--- src/rtl/cart_mem_pkg.sv ---
// cart_mem_bridge shared types: FSM states, request classes, pending slot.
// Used by cart_mem_trig and cart_mem_bridge.
package cart_mem_pkg;

    localparam int MEM_AW_DEF = 25;

    typedef enum logic [1:0] {
        IDLE,
        ROM_RD,
        RAM_RD,
        RAM_WR
    } state_t;

    typedef enum logic [1:0] {
        RC_ROM_RD,
        RC_RAM_RD,
        RC_RAM_WR
    } req_cls_t;

    typedef struct packed {
        logic                  valid;
        req_cls_t              cls;
        logic [MEM_AW_DEF-1:0] addr;
        logic [7:0]            din;
    } slot_t;

    // A queued write is never displaced by a later trigger.
    function automatic slot_t slot_put(slot_t s, slot_t c);
        if (!c.valid) return s;
        if (s.valid && s.cls == RC_RAM_WR) return s;
        return c;
    endfunction

    function automatic state_t cls_state(req_cls_t c);
        case (c)
            RC_ROM_RD: return ROM_RD;
            RC_RAM_RD: return RAM_RD;
            default:   return RAM_WR;
        endcase
    endfunction

endpackage

--- src/rtl/cart_mem_trig.sv ---
// Strobe-to-trigger stage: write edge detect and address-change filters.
// CART_MEM_ROMCACHE_EN: ROM compare on the word tag and report word hits.
module cart_mem_trig
    import cart_mem_pkg::*;
(
    input  logic        clk,
    input  logic        rst_n,
    input  logic [23:0] rom_addr,
    input  logic        rom_ce_n,
    input  logic        rom_oe_n,
    input  logic        rom_word,
    input  logic [19:0] ram_addr,
    input  logic [7:0]  ram_din,
    input  logic        ram_ce_n,
    input  logic        ram_oe_n,
    input  logic        ram_we_n,
    output logic        rom_trig,
    output logic        rom_hit,
    output logic        rd_trig,
    output logic        wr_trig,
    output logic [23:0] rom_tgt,
    output logic [19:0] ram_tgt,
    output logic [7:0]  ram_wd
);

`ifdef CART_MEM_ROMCACHE_EN
    localparam int TAG_LO = 1;
`else
    localparam int TAG_LO = 0;
`endif

    logic [23:TAG_LO] rom_last;
    logic             rom_vld;
    logic [19:0]      rd_last;
    logic             rd_vld;
    logic             we_n_q;
    logic             rom_sel;
    logic             rom_same;

    assign rom_tgt  = {rom_addr[23:1], rom_addr[0] & ~rom_word};
    assign rom_sel  = ~rom_ce_n & ~rom_oe_n;
    assign rom_same = rom_vld && rom_last == rom_tgt[23:TAG_LO];
    assign rom_trig = rom_sel && !rom_same;

`ifdef CART_MEM_ROMCACHE_EN
    assign rom_hit = rom_sel && rom_same;
`else
    assign rom_hit = 1'b0;
`endif

    assign ram_tgt = ram_addr;
    assign ram_wd  = ram_din;
    assign wr_trig = we_n_q & ~ram_we_n & ~ram_ce_n;
    assign rd_trig = ~ram_ce_n & ~ram_oe_n
                   & (!rd_vld || rd_last != ram_addr);

    // Remember last requested addresses and the previous write strobe.
    always_ff @(posedge clk) begin
        if (!rst_n) begin
            rom_last <= '0;
            rom_vld  <= 1'b0;
            rd_last  <= '0;
            rd_vld   <= 1'b0;
            we_n_q   <= 1'b0;
        end else begin
            we_n_q <= ram_we_n;
            if (rom_trig) begin
                rom_last <= rom_tgt[23:TAG_LO];
                rom_vld  <= 1'b1;
            end
            if (rd_trig) begin
                rd_last <= ram_addr;
                rd_vld  <= 1'b1;
            end else if (wr_trig) begin
                rd_vld <= 1'b0;
            end
        end
    end

endmodule

--- src/rtl/cart_mem_bridge.sv ---
// Mapper ROM/BSRAM strobes to single-outstanding SDRAM req/ack port.
// CART_MEM_ROMCACHE_EN: skip ROM requests that hit the word in ROM_Q.
module cart_mem_bridge
    import cart_mem_pkg::*;
#(
    parameter int                MEM_AW     = MEM_AW_DEF,
    parameter logic [MEM_AW-1:0] BSRAM_BASE = 25'h1F0_0000
) (
    input  logic              MCLK,
    input  logic              RST_N,
    input  logic [23:0]       ROM_ADDR,
    input  logic              ROM_CE_N,
    input  logic              ROM_OE_N,
    input  logic              ROM_WORD,
    output logic [15:0]       ROM_Q,
    input  logic [19:0]       BSRAM_ADDR,
    input  logic [7:0]        BSRAM_D,
    input  logic              BSRAM_CE_N,
    input  logic              BSRAM_OE_N,
    input  logic              BSRAM_WE_N,
    output logic [7:0]        BSRAM_Q,
    output logic              MEM_REQ,
    output logic              MEM_WE,
    output logic [MEM_AW-1:0] MEM_ADDR,
    output logic [7:0]        MEM_DIN,
    input  logic              MEM_ACK,
    input  logic [15:0]       MEM_DOUT,
    output logic              BUSY,
    output logic              WR_OVF
);

    state_t                state, state_n;
    slot_t                 pend, pend_n, issue, base;
    slot_t                 rom_c, rd_c, wr_c;
    logic                  free, ovf_set;
    logic                  rom_trig, rom_hit, rd_trig, wr_trig;
    logic                  rom_lsb;
    logic [23:0]           rom_tgt;
    logic [19:0]           ram_tgt;
    logic [7:0]            ram_wd;
    logic [MEM_AW_DEF-1:0] ram_full;

    cart_mem_trig u_trig (
        .clk      (MCLK),
        .rst_n    (RST_N),
        .rom_addr (ROM_ADDR),
        .rom_ce_n (ROM_CE_N),
        .rom_oe_n (ROM_OE_N),
        .rom_word (ROM_WORD),
        .ram_addr (BSRAM_ADDR),
        .ram_din  (BSRAM_D),
        .ram_ce_n (BSRAM_CE_N),
        .ram_oe_n (BSRAM_OE_N),
        .ram_we_n (BSRAM_WE_N),
        .rom_trig (rom_trig),
        .rom_hit  (rom_hit),
        .rd_trig  (rd_trig),
        .wr_trig  (wr_trig),
        .rom_tgt  (rom_tgt),
        .ram_tgt  (ram_tgt),
        .ram_wd   (ram_wd)
    );

    assign ram_full = MEM_AW_DEF'(BSRAM_BASE + MEM_AW'(ram_tgt));

    // Pick what to issue, route losers to the slot, decide next state.
    always_comb begin
        rom_c   = '{valid: rom_trig, cls: RC_ROM_RD,
                    addr: {1'b0, rom_tgt}, din: 8'h00};
        rd_c    = '{valid: rd_trig, cls: RC_RAM_RD,
                    addr: ram_full, din: 8'h00};
        wr_c    = '{valid: wr_trig, cls: RC_RAM_WR,
                    addr: ram_full, din: ram_wd};
        base    = pend;
        issue   = '0;
        state_n = state;
        // The ack cycle counts as idle so a queued request chains with no gap.
        free    = (state == IDLE) || MEM_ACK;
        if (free) begin
            if (pend.valid) begin
                issue = pend;
                base  = '0;
            end else if (wr_c.valid) begin
                issue       = wr_c;
                wr_c.valid  = 1'b0;
            end else if (rom_c.valid) begin
                issue       = rom_c;
                rom_c.valid = 1'b0;
            end else if (rd_c.valid) begin
                issue       = rd_c;
                rd_c.valid  = 1'b0;
            end
        end
        ovf_set = wr_c.valid && base.valid && base.cls == RC_RAM_WR;
        pend_n  = slot_put(slot_put(slot_put(base, rd_c), rom_c), wr_c);
        if (issue.valid) begin
            state_n = cls_state(issue.cls);
        end else if (free) begin
            state_n = IDLE;
        end
    end

    // FSM state register.
    always_ff @(posedge MCLK) begin
        if (!RST_N) state <= IDLE;
        else        state <= state_n;
    end

    // Request outputs, pending slot, status and returned read data.
    always_ff @(posedge MCLK) begin
        if (!RST_N) begin
            pend     <= '0;
            MEM_REQ  <= 1'b0;
            MEM_WE   <= 1'b0;
            MEM_ADDR <= '0;
            MEM_DIN  <= '0;
            BUSY     <= 1'b0;
            WR_OVF   <= 1'b0;
            ROM_Q    <= 16'hFFFF;
            BSRAM_Q  <= 8'hFF;
            rom_lsb  <= 1'b0;
        end else begin
            pend    <= pend_n;
            MEM_REQ <= state_n != IDLE;
            BUSY    <= (state_n != IDLE) || pend_n.valid;
            if (ovf_set) WR_OVF <= 1'b1;
            if (issue.valid) begin
                MEM_WE   <= issue.cls == RC_RAM_WR;
                MEM_ADDR <= MEM_AW'(issue.addr);
                MEM_DIN  <= issue.din;
            end
            if (state == ROM_RD && MEM_ACK) begin
                ROM_Q   <= MEM_ADDR[0] ? {MEM_DOUT[7:0], MEM_DOUT[15:8]}
                                       : MEM_DOUT;
                rom_lsb <= MEM_ADDR[0];
            end else if (rom_hit && rom_tgt[0] != rom_lsb) begin
                ROM_Q   <= {ROM_Q[7:0], ROM_Q[15:8]};
                rom_lsb <= rom_tgt[0];
            end
            if (state == RAM_RD && MEM_ACK) begin
                BSRAM_Q <= MEM_ADDR[0] ? MEM_DOUT[15:8] : MEM_DOUT[7:0];
            end
        end
    end

endmodule

--- config.mk ---
export PLATFORM = sky130hd
export DESIGN_NAME = cart_mem_bridge
export DESIGN_NICKNAME = d
export VERILOG_FILES = /design/src/rtl/cart_mem_pkg.sv /design/src/rtl/cart_mem_trig.sv /design/src/rtl/cart_mem_bridge.sv
export SDC_FILE = /design/constraint.sdc
export NUM_CORES = 1
export LEC_CHECK = 0
export CELL_PAD_IN_SITES_DETAIL_PLACEMENT = 0
export CELL_PAD_IN_SITES_GLOBAL_PLACEMENT = 1
export CORE_MARGIN = 3
export CORE_UTILIZATION = 30
export CTS_BUF_LIST = sky130_fd_sc_hd__clkbuf_8
export CTS_CLUSTER_SIZE = 20
export DETAILED_ROUTE_END_ITERATION = 7
export DONT_BUFFER_PORTS = 1
export HOLD_SLACK_MARGIN = 0.12
export PLACE_DENSITY = 0.51
export SETUP_SLACK_MARGIN = 0.2
export SYNTH_ARGS = -nofsm -noshare
export SYNTH_HDL_FRONTEND = slang
export SYNTH_SLANG_ARGS = --single-unit
--- constraint.sdc ---
create_clock -name MCLK -period 6 [get_ports MCLK]
set_input_delay 0.9 -clock MCLK [delete_from_list [all_inputs] [get_ports MCLK]]
set_output_delay 0.9 -clock MCLK [all_outputs]
set_load 0.01 [all_outputs]
**After elaboration in Yosys (flattened, before gate mapping)**

Cells that the tools add are included.

- Output and inout bits: 61
- Register bits after elaboration: 146
- Logic and storage cells: 99
- Input bits: 77

- Bitwise operators: 12
- Add/subtract/negate cells: 1
- Eq/ne operators: 9
- Multiplexer cells: 41
- Reduce and logical (&&, ||, !) cells: 18

Operators by type and width:

| operator | count |
|---|---|
| 2-to-1 mux 36 bit | 18 |
| 2-to-1 mux 35 bit | 1 |
| equality test 24 bit | 1 |
| adder 21 x 21 -> 22 bit, first input constant | 1 |
| inequality test 20 bit | 1 |
| 2-to-1 mux 1 bit | 17 |
| 2-to-1 mux 16 bit | 1 |
| equality test 2 bit, second input constant | 5 |
| logical AND 1 bit | 9 |
| 2-to-1 mux 8 bit | 1 |
| bitwise AND 1 bit | 6 |
| NOT 1 bit | 6 |
| equality test 2 x 1 -> 1 bit, second input constant | 2 |
| zero test 2 bit | 2 |
| 2-to-1 mux 2 bit | 2 |
| case mux 2 bit (2 select lines) | 1 |
| nonzero test 2 bit | 2 |
| logical OR 1 bit | 3 |
| zero test 1 bit | 2 |

**Logic depth before layout (Yosys ltp)**

Gate-level depths: netlist of the first run.

- Depth in word-level cells: 27
- Mapped depth: 10
- Mapped depth without buffers: 7

**By module**

From an unflattened synthesis of the first run, not the netlist that was laid out.

- Cell total of the unflattened synthesis: 893
- Area total of the unflattened synthesis: 7881.3 µm²

By module, submodules not included:

| module | area an instance (µm²) | instances | cells each | sequential area each (µm²) |
|---|---|---|---|---|
| cart_mem_bridge | 4870.9 | 1 | 564 | 2001.9 |
| cart_mem_trig | 3010.4 | 1 | 329 | 940.9 |

**Least setup slack after synthesis of the first run**

No wires, ideal clock.

- Kind: input-to-reg
- Start: input port ROM_ADDR[2]
- End: register pend[8] (netlist bit)
- Stages: 9
- Path slack: 3.205 ns
- Setup time: 0.122 ns
- Buffers on the path: 2
- Arrival time: 2.673 ns
- Data required time: 5.878 ns
- Path through: xor2_1 -> nor4_1 -> nand4_1 -> o21a_1 -> buf_2 -> xnor2_1 -> a41o_1 -> buf_2 -> a221o_1

- Longest elaborated chain between the ends: 21
- Elaborated cells between the ends (all ways): 28
- Those cells by class: eq/ne: 3; mux: 20; reduce/logical: 5

RTL lines:

| element | line | source |
|---|---|---|
| start, declared | cart_mem_bridge.sv:11 | `input logic [23:0] ROM_ADDR,` |
| equality test 24 bit * | cart_mem_trig.sv:42 | `assign rom_same = rom_vld && rom_last == rom_tgt[23:TAG_LO];` |
| logical AND 1 bit * | cart_mem_trig.sv:42 |  |
| zero test 1 bit * | cart_mem_trig.sv:43 | `assign rom_trig = rom_sel && !rom_same;` |
| logical AND 1 bit * | cart_mem_trig.sv:43 |  |
| 2-to-1 mux 1 bit | cart_mem_bridge.sv:86 | `end else if (rom_c.valid) begin` |
| 2-to-1 mux 1 bit | cart_mem_bridge.sv:83 | `end else if (wr_c.valid) begin` |
| 2-to-1 mux 1 bit | cart_mem_bridge.sv:80 | `if (pend.valid) begin` |
| 2-to-1 mux 1 bit | cart_mem_bridge.sv:79 | `if (free) begin` |
| [... 3 more ...] | -- |  |
| 2-to-1 mux 1 bit (2 in a row) | cart_mem_pkg.sv:30 | `if (s.valid && s.cls == RC_RAM_WR) return s;` |
| 2-to-1 mux 36 bit | cart_mem_pkg.sv:31 | `return c;` |
| 2-to-1 mux 36 bit * | cart_mem_pkg.sv:30 |  |
| equality test 2 bit | cart_mem_pkg.sv:30 |  |
| logical AND 1 bit | cart_mem_pkg.sv:30 |  |
| 2-to-1 mux 1 bit (2 in a row) | cart_mem_pkg.sv:30 |  |
| 2-to-1 mux 36 bit | cart_mem_pkg.sv:31 |  |
| 2-to-1 mux 36 bit * | cart_mem_pkg.sv:30 |  |
| end signal, assigned | cart_mem_bridge.sv:123 | `pend <= pend_n;` |
| end, declared | cart_mem_bridge.sv:33 | `slot_t pend, pend_n, issue, base;` |

Mark *: on every way between the ends. The rest lies on a longest branch, timed or not. The select of a mux whose other input is x is not followed.
A chain may end at the register's enable or synchronous reset.

**Worst setup path in the final report of the first run**

- Start: input port ROM_ADDR[16]
- End: register MEM_ADDR[1]

- Longest elaborated chain between the ends: 8

RTL lines:

| element | line | source |
|---|---|---|
| equality test 24 bit | cart_mem_trig.sv:42 |  |
| logical AND 1 bit | cart_mem_trig.sv:42 |  |
| zero test 1 bit | cart_mem_trig.sv:43 |  |
| logical AND 1 bit | cart_mem_trig.sv:43 |  |
| 2-to-1 mux 36 bit | cart_mem_bridge.sv:86 |  |
| 2-to-1 mux 36 bit | cart_mem_bridge.sv:83 |  |
| 2-to-1 mux 36 bit | cart_mem_bridge.sv:80 |  |
| 2-to-1 mux 36 bit | cart_mem_bridge.sv:79 |  |
| end signal, assigned | cart_mem_bridge.sv:129 | `MEM_ADDR <= MEM_AW'(issue.addr);` |
| end, declared | cart_mem_bridge.sv:24 | `output logic [MEM_AW-1:0] MEM_ADDR,` |

No other way between the ends.

==> results of run 1 <==
-- per-layer routing --
metal  GRT usage, %  vias up  wire, um
met1           22.3     2382      8310
met4           5.17        0       250
met5              0        -         0
met2           26.7      152      9050
met3           5.30       13      1510
li1               -     2328         -
-- cells by family (layout without fill, tap and decap cells) --
kind of cell / after synthesis / after routing / synth area share, %
DFF: 146 / 146 / 46.6
xor gates and xnor gates: 45 / 45 / 6.28
and+or+nand+nor: 181 / 181 / 13.2
buffers and inverters: 48 / 43 / 3.59
adders and majority gates: 1 / 1 / 0.159
AOI/OAI and AO/OA: 159 / 159 / 20.6
muxes: 60 / 60 / 9.57
-- worst max-delay path, delay by kind of cell --
kind | cells | cell delay (ns)
AOI/OAI and AO/OA | 4 | 1.83
xor gates and xnor gates | 1 | 0.17
and+or+nand+nor | 2 | 0.82
-- area by class of cell --
| type | count | area, sq um |
|---|---|---|
| Clock inverter | 14 | 178 |
| Inverter | 3 | 11.3 |
| Sequential cell | 146 | 2920 |
| Tap cell | 270 | 338 |
| Timing Repair Buffer | 8 | 60.1 |
| Clock buffer | 18 | 248 |
| Fill cell | 2115 | 13500 |
| Multi-Input combinational cell | 446 | 3150 |
-- flip-flops by register name, indices dropped and copies added (netlist names) --
register,flops
MEM_WE,1
MEM_ADDR,25
u_trig.rom_vld,1
BSRAM_Q,8
u_trig.rd_vld,1
pend,36
MEM_DIN,8
u_trig.rd_last,20
u_trig.rom_last,24
state,2
MEM_REQ,1
u_trig.we_n_q,1
ROM_Q,16
BUSY,1
WR_OVF,1
-- through the flow --
stage / util, % / setup slack, ns
after detailed placement: 31.8 / 2.09
after global routing: 33.9 / 2.49
after floorplan: - / 3.20
after CTS: 33.9 / 2.57
final: 33.9 / 2.62
after global placement: 31.8 / 2.10
-- worst max path at each step --
stage | cells past startpoint | slack, ns | end | start
global placement | 7 | 2.10 | MEM_ADDR[11] | ROM_ADDR[16]
global route | 7 | 2.49 | MEM_ADDR[7] | ROM_ADDR[16]
detailed placement | 7 | 2.09 | MEM_ADDR[1] | ROM_ADDR[16]
CTS | 7 | 2.57 | MEM_ADDR[1] | ROM_ADDR[16]
floorplan | 9 | 3.20 | pend[8] | ROM_ADDR[2]
finish | 7 | 2.62 | MEM_ADDR[1] | ROM_ADDR[16]
-- where the power goes --
| group | switching (W) | leakage, nW | internal [W] | total (W) |
|---|---|---|---|---|
| clock | 0.000410 | 0.203 | 0.000428 | 0.000838 |
| sequential | 0.0000663 | 1.20 | 0.00104 | 0.00110 |
| combinational | 0.000160 | 1.30 | 0.000109 | 0.000269 |
-- cell usage in the layout, fill, tap and decap left out, types with 18 or more instances in the layout --
cell type | synthesis | final
dfxtp_1 | 146 | 146
nor2_1 | 83 | 82
mux2i_1 | 60 | 60
nand2_1 | 41 | 41
xor2_1 | 39 | 39
o211ai_1 | 25 | 25
and2_1 | 21 | 21
a221o_1 | 20 | 20
a211oi_1 | 20 | 20
a222oi_1 | 19 | 19
clkbuf_8 | 0 | 18
==> results.md, run 1 <==
- Number of global-route vias before repair: 4825
- Row cnt: 52
- Reg2Reg Depth: 7
- Yosys top cell area share: 46.6%
- First-iteration detailed-routing DRC count: 360
- Worst-Margin Slew: 1.22 ns
- Area grow syn2layout: 10.0%
- Die area: approximately 23000 sq um
- Grt ovf: 0
- Routed WL: 19100 um
- Io pins: 138
- Clk_lat worst skew: 0.45 ns
- Avg Cell Area, Syn: 9.81 sq um
- CP max stage delay: 0.88 ns
- Design Area, Final: 6910 sq um
- Critical path cell sequence: xor2_1 -> nor4_1 -> nand3_1 -> o21ai_4 -> a31o_1 -> a222oi_1 -> a211oi_1
- Cells after Synth: 640
- Top_reg_cell synth: dfxtp_1
- FF-to-FF End: MEM_ADDR[1]
- Worst setup EP type: flip-flop
- Unrepaired setup endpoints after global routing: no
- Nets: 699
- ANT cells: 0
- Final Total Pwr: 0.00221 W
- Post-DRT Antenna Nets: 0
- DP Wirelength: 12800 um
- Final hold vios: 0
- Pre-antenna DRT Iters: 6
- Inst Count DP: 873
- Clk slew on worst S/H paths: 0.08 ns
- Largest net degree at the start of global routing: 84
- Post-CTS sizing: 0
- Pwr Density: 320 nW/um^2
- Per-cell routed wire length: 21.1 um
- GPL Wtd Cong: 0.763
- Setup TNS: 0 ns
- Post-synth EDFFs: 0
- Htree depth: 4
- Final setup viols: 0
- Reg2reg setup slack: between 2 and 3 ns
- Non-Filler Instances: 905
- CTS tree: yes
- Initial Utilization: 30.8%
- Mapped Nets: 717
- DP Area: 6480 sq um
- Unique masters post-synth: 50
- Worst Hold Path EP: pend[29]
- Max Clk Rate: 296 MHz
- CP max-delay cell: a31o_1
- Tmin final: roughly 3.4 ns
- Area contributors post-synth: dfxtp_1 (47%), mux2i_1 (9.6%), xor2_1 (5.4%)
- Cell taking the most area after synthesis: dfxtp_1
- Kind of critical path: primary input to flip-flop
- Worst hold slack: 0.449 ns
- TritonCTS Buffers: 17
- CP max FO: 19
- # DRC: 0
- Pins Over Slew Limit: 0
- FF-to-FF Start: u_trig.rom_last[16]
- Die width: 151 um
- Synth Register Bits: about 150
- HP Class: flip-flop to flip-flop
- Post-CTS setup buffer count: 0
- Post-Syn Area: 6280 sq um
- Via count: 4875
- Maximum clock path buffer count: 2
- CTS root buffer: clkbuf_8
- CP Launch Type: primary input
- First-pass GRT wire length: between 20000 and 30000 um
- Skew final: just under 0.01 ns
- Core ar.: 20400 sq um
- Vias per cell: ~5.4
- Ys Warns: 0
- Hold depth: 2
- Status: complete, no violations
- Die Y: 151 um
- Cell with the most instances after synthesis: dfxtp_1
- GRT Util Overall: 17.0%
- Worst EP arrival: 3.73 ns
- Total clock sinks: 146
- Worst Min Path Start: pend[29]
- Async SR Flop Fraction: 0%
- Max VDD drop: 0.000125 V
- CTS Hold Bufs: 0
- IO buf count: 0
- Seq/Total Area, Yosys: 46.6%
- Worst Path Required: 6.35 ns
- Rel. slew slack: 18.6%
- Top post-synthesis cells by count: dfxtp_1 (146), nor2_1 (83), mux2i_1 (60)
- Initial antenna violation count: 0
- Period Utilization, post-route: 56.3%
- Pleak: 2.70 nW
- Layout cells sized above 1: between 7 and 8%
- Max Cap Violations: 0
(Power assumes the default switching activity.)
==> run 2, diff against run 1 <==
--- a/config.mk
+++ b/config.mk
@@ -14,7 +14,7 @@
 export DETAILED_ROUTE_END_ITERATION = 7
 export DONT_BUFFER_PORTS = 1
 export HOLD_SLACK_MARGIN = 0.12
-export PLACE_DENSITY = 0.51
+export PLACE_DENSITY = 0.53
 export SETUP_SLACK_MARGIN = 0.2
 export SYNTH_ARGS = -nofsm -noshare
 export SYNTH_HDL_FRONTEND = slang
==> constraint.sdc (replaced) <==
create_clock -name MCLK -period 3 [get_ports MCLK]
set_input_delay 0.45 -clock MCLK [delete_from_list [all_inputs] [get_ports MCLK]]
set_output_delay 0.45 -clock MCLK [all_outputs]
set_load 0.01 [all_outputs]
==> results.md, run 2 (same netlist as run 1, synthesis figures left out) <==
- Post-DRT Antenna Nets: 0 (unchanged)
- IO buf count: 0 (unchanged)
- Pleak: 2.94 nW (was 2.70 nW)
- GPL Wtd Cong: 0.786 (was 0.763)
- Worst setup EP type: flip-flop (unchanged)
- Max Clk Rate: 380 MHz
- Worst-Margin Slew: 1.11 ns (was 1.22 ns)
- CP max-delay cell: nor4_1 (was a31o_1)
- Die area: 22700 sq um (unchanged)
- Grt ovf: 0 (unchanged)
- Clk slew on worst S/H paths: 0.09 ns (was 0.08 ns)
- Pre-antenna DRT Iters: 8 (was 6)
- CP Launch Type: flip-flop (was primary input)
- CP max FO: 19 (unchanged)
- Layout cells sized above 1: 9.43% (was 7.87%)
- First-iteration detailed-routing DRC count: 435 (was 360)
- Largest net degree at the start of global routing: 65 (was 84)
- Reg2reg setup slack: 0.37 ns (was 2.71 ns)
- Skew final: 0.0150 ns (was 0.00992 ns)
- Initial Utilization: 30.8% (unchanged)
- ANT cells: 0 (unchanged)
- FF-to-FF End: MEM_ADDR[16] (was MEM_ADDR[1])
- Area grow syn2layout: 17.6% (was 10.0%)
- Setup TNS: 0 ns (unchanged)
- Worst Hold Path EP: pend[3] (was pend[29])
- Worst slack, placed: 0.139 ns (was 2.09 ns)
- Htree depth: 4 (unchanged)
- Final hold vios: 0 (unchanged)
- Most common cell after layout, fill and taps aside: dfxtp_1 (unchanged)
- Worst Min Path Start: BSRAM_D[3] (was pend[29])
- Reg2Reg Depth: 8 (was 7)
- Clk_lat worst skew: 0.45 ns (about the same)
- Max VDD drop: 0.000263 V (was 0.000125 V)
- Maximum clock path buffer count: 2 (unchanged)
- Final setup viols: 0 (unchanged)
- Number of flip-flops in the largest register: 36 (unchanged)
- Kind of critical path: flip-flop to flip-flop (was primary input to flip-flop)
- Die Y: 151 um (unchanged)
- Hold depth: 1 (was 2)
- # DRC: 0 (unchanged)
- Max Cap Violations: 0 (unchanged)
- Rel. slew slack: 25.5% (was 18.6%)
- Unrepaired setup endpoints after global routing: no (unchanged)
- Worst EP arrival: 2.95 ns (was 3.73 ns)
- CP Buf/Inv Count: 1 (was 0)
- Io pins: 138 (unchanged)
- Status: complete, no violations (unchanged)
- DP Wirelength: 13000 um (was 12800 um)
- Row cnt: 52 (unchanged)
- TritonCTS Buffers: 17 (unchanged)
- First-pass GRT wire length: 29500 um (was 29200 um)
- Period Utilization, post-route: 87.8%
- Critical path cell sequence: xor2_1 -> nor4_1 -> nand4_1 -> o21a_2 -> a31o_1 -> buf_12 -> a222oi_1 -> a211oi_1 (was xor2_1 -> nor4_1 -> nand3_1 -> o21ai_4 -> a31o_1 -> a222oi_1 -> a211oi_1)
- Initial antenna violation count: 0 (unchanged)
- Nets: 743 (was 699)
- Via count: 5063 (was 4875)
- FF-to-FF Start: u_trig.rd_last[17] (was u_trig.rom_last[16])
- HP Class: primary input to flip-flop (was flip-flop to flip-flop)
- Die width: 151 um (unchanged)
- CTS tree: yes (unchanged)
- Routed WL: 19500 um (was 19100 um)
- Vias per cell: 5.34 (was 5.39)
- Total clock sinks: 146 (unchanged)
- Design Area, Final: 7380 sq um (was 6910 sq um)
- Pins Over Slew Limit: 0 (unchanged)
- CTS root buffer: clkbuf_8 (unchanged)
- Top reg by flops: pend (unchanged)
- Per-cell routed wire length: 20.5 um (was 21.1 um)
- Worst Path Required: 3.32 ns (was 6.35 ns)
- CP max stage delay: 0.39 ns (was 0.88 ns)
- DP Area: 6640 sq um (was 6480 sq um)
- Commonest non-fill, non-tap cells in the layout: dfxtp_1 (146), nor2_1 (83), mux2i_1 (60) (was dfxtp_1 (146), nor2_1 (82), mux2i_1 (60))
- Number of global-route vias before repair: 5135 (was 4825)
- Crit-path leading delay family: compound AO/OA/AOI/OAI gates (unchanged)
- Final WS setup: 0.366 ns (was 2.62 ns)
- Core ar.: 20400 sq um (unchanged)
- GRT Util Overall: 17.1% (was 17.0%)
- Pwr Density: 617 nW/um^2 (was 320 nW/um^2)
- Largest regs: pend x36, MEM_ADDR x25, u_trig.rom_last x24 (unchanged)
- Tmin final: 2.63 ns
## run 2: cell count changes in the layout (fill, tap and decap cells not counted), sizes merged
cell and delta:
dlygate4sd3 +29, buf +15, clkinvlp -2, bufinv +1, clkbuf +1
## run 2: final cells by class
type | instances | area [sq um]
timing repair buffer | 52 | 513
tap | 270 | 338
sequential | 146 | 2920
multi-input combinational | 446 | 3150
inverter | 3 | 11.3
fill | 2087 | 13000
clock inverter | 13 | 183
clock buffer | 19 | 262
## run 2: what timing repair did
item                       in CTS  in global routing
hold endpoints to repair       50                  4
setup endpoints to repair       0                  1
hold buffers                   25                  4
buffers inserted                0                  0
resized for setup               0                  1
## run 2: stage by stage
stage | hold slack, ns | total power, W | std cells | utilization (%)
2_1_floorplan | 0.425 | 0.00265 | 640 | -
3_3_place_gp | 0.438 | 0.00281 | 888 | 32.6
3_5_place_dp | 0.443 | 0.00282 | 888 | 32.6
4_1_cts | 0.120 | 0.00462 | 945 | 36.0
5_1_grt | 0.121 | 0.00478 | 949 | 36.2
6_report | 0.150 | 0.00455 | 949 | 36.2
## run 2: worst max path at each step
stage	from	to	slack [ns]	cells past startpoint
3_3_place_gp	BSRAM_ADDR[17]	MEM_ADDR[16]	0.10	8
2_1_floorplan	ROM_ADDR[2]	pend[8]	0.65	9
4_1_cts	u_trig.rd_last[17]	MEM_ADDR[16]	0.27	8
5_1_grt	u_trig.rd_last[17]	MEM_ADDR[16]	0.24	8
3_5_place_dp	BSRAM_ADDR[17]	MEM_ADDR[16]	0.14	8
6_report	u_trig.rd_last[17]	MEM_ADDR[16]	0.37	8
## run 2: routing by layer
layer | part of all wire, % | GRT usage [%] | vias up
li1 | - | - | 2415
met1 | 43 | 21.1 | 2481
met2 | 48 | 28.8 | 142
met3 | 7.0 | 4.61 | 25
met4 | 1.8 | 6.07 | 0
met5 | 0 | 0 | -
## run 2: worst register-to-register path, stage by stage, from the launching register on
cell,delay [ns]
dfxtp_1,0.32
xor2_1,0.18
nor4_1,0.39
nand4_1,0.29
o21a_2,0.35
a31o_1,0.28
buf_12,0.17
a222oi_1,0.39
a211oi_1,0.13
## run 2: power by group
part           internal [W]  leakage (nW)  switching, W
Combinational      0.000271          1.52      0.000332
Sequential          0.00207          1.20      0.000134
Clock              0.000952         0.225      0.000789
Total               0.00330          2.94       0.00126
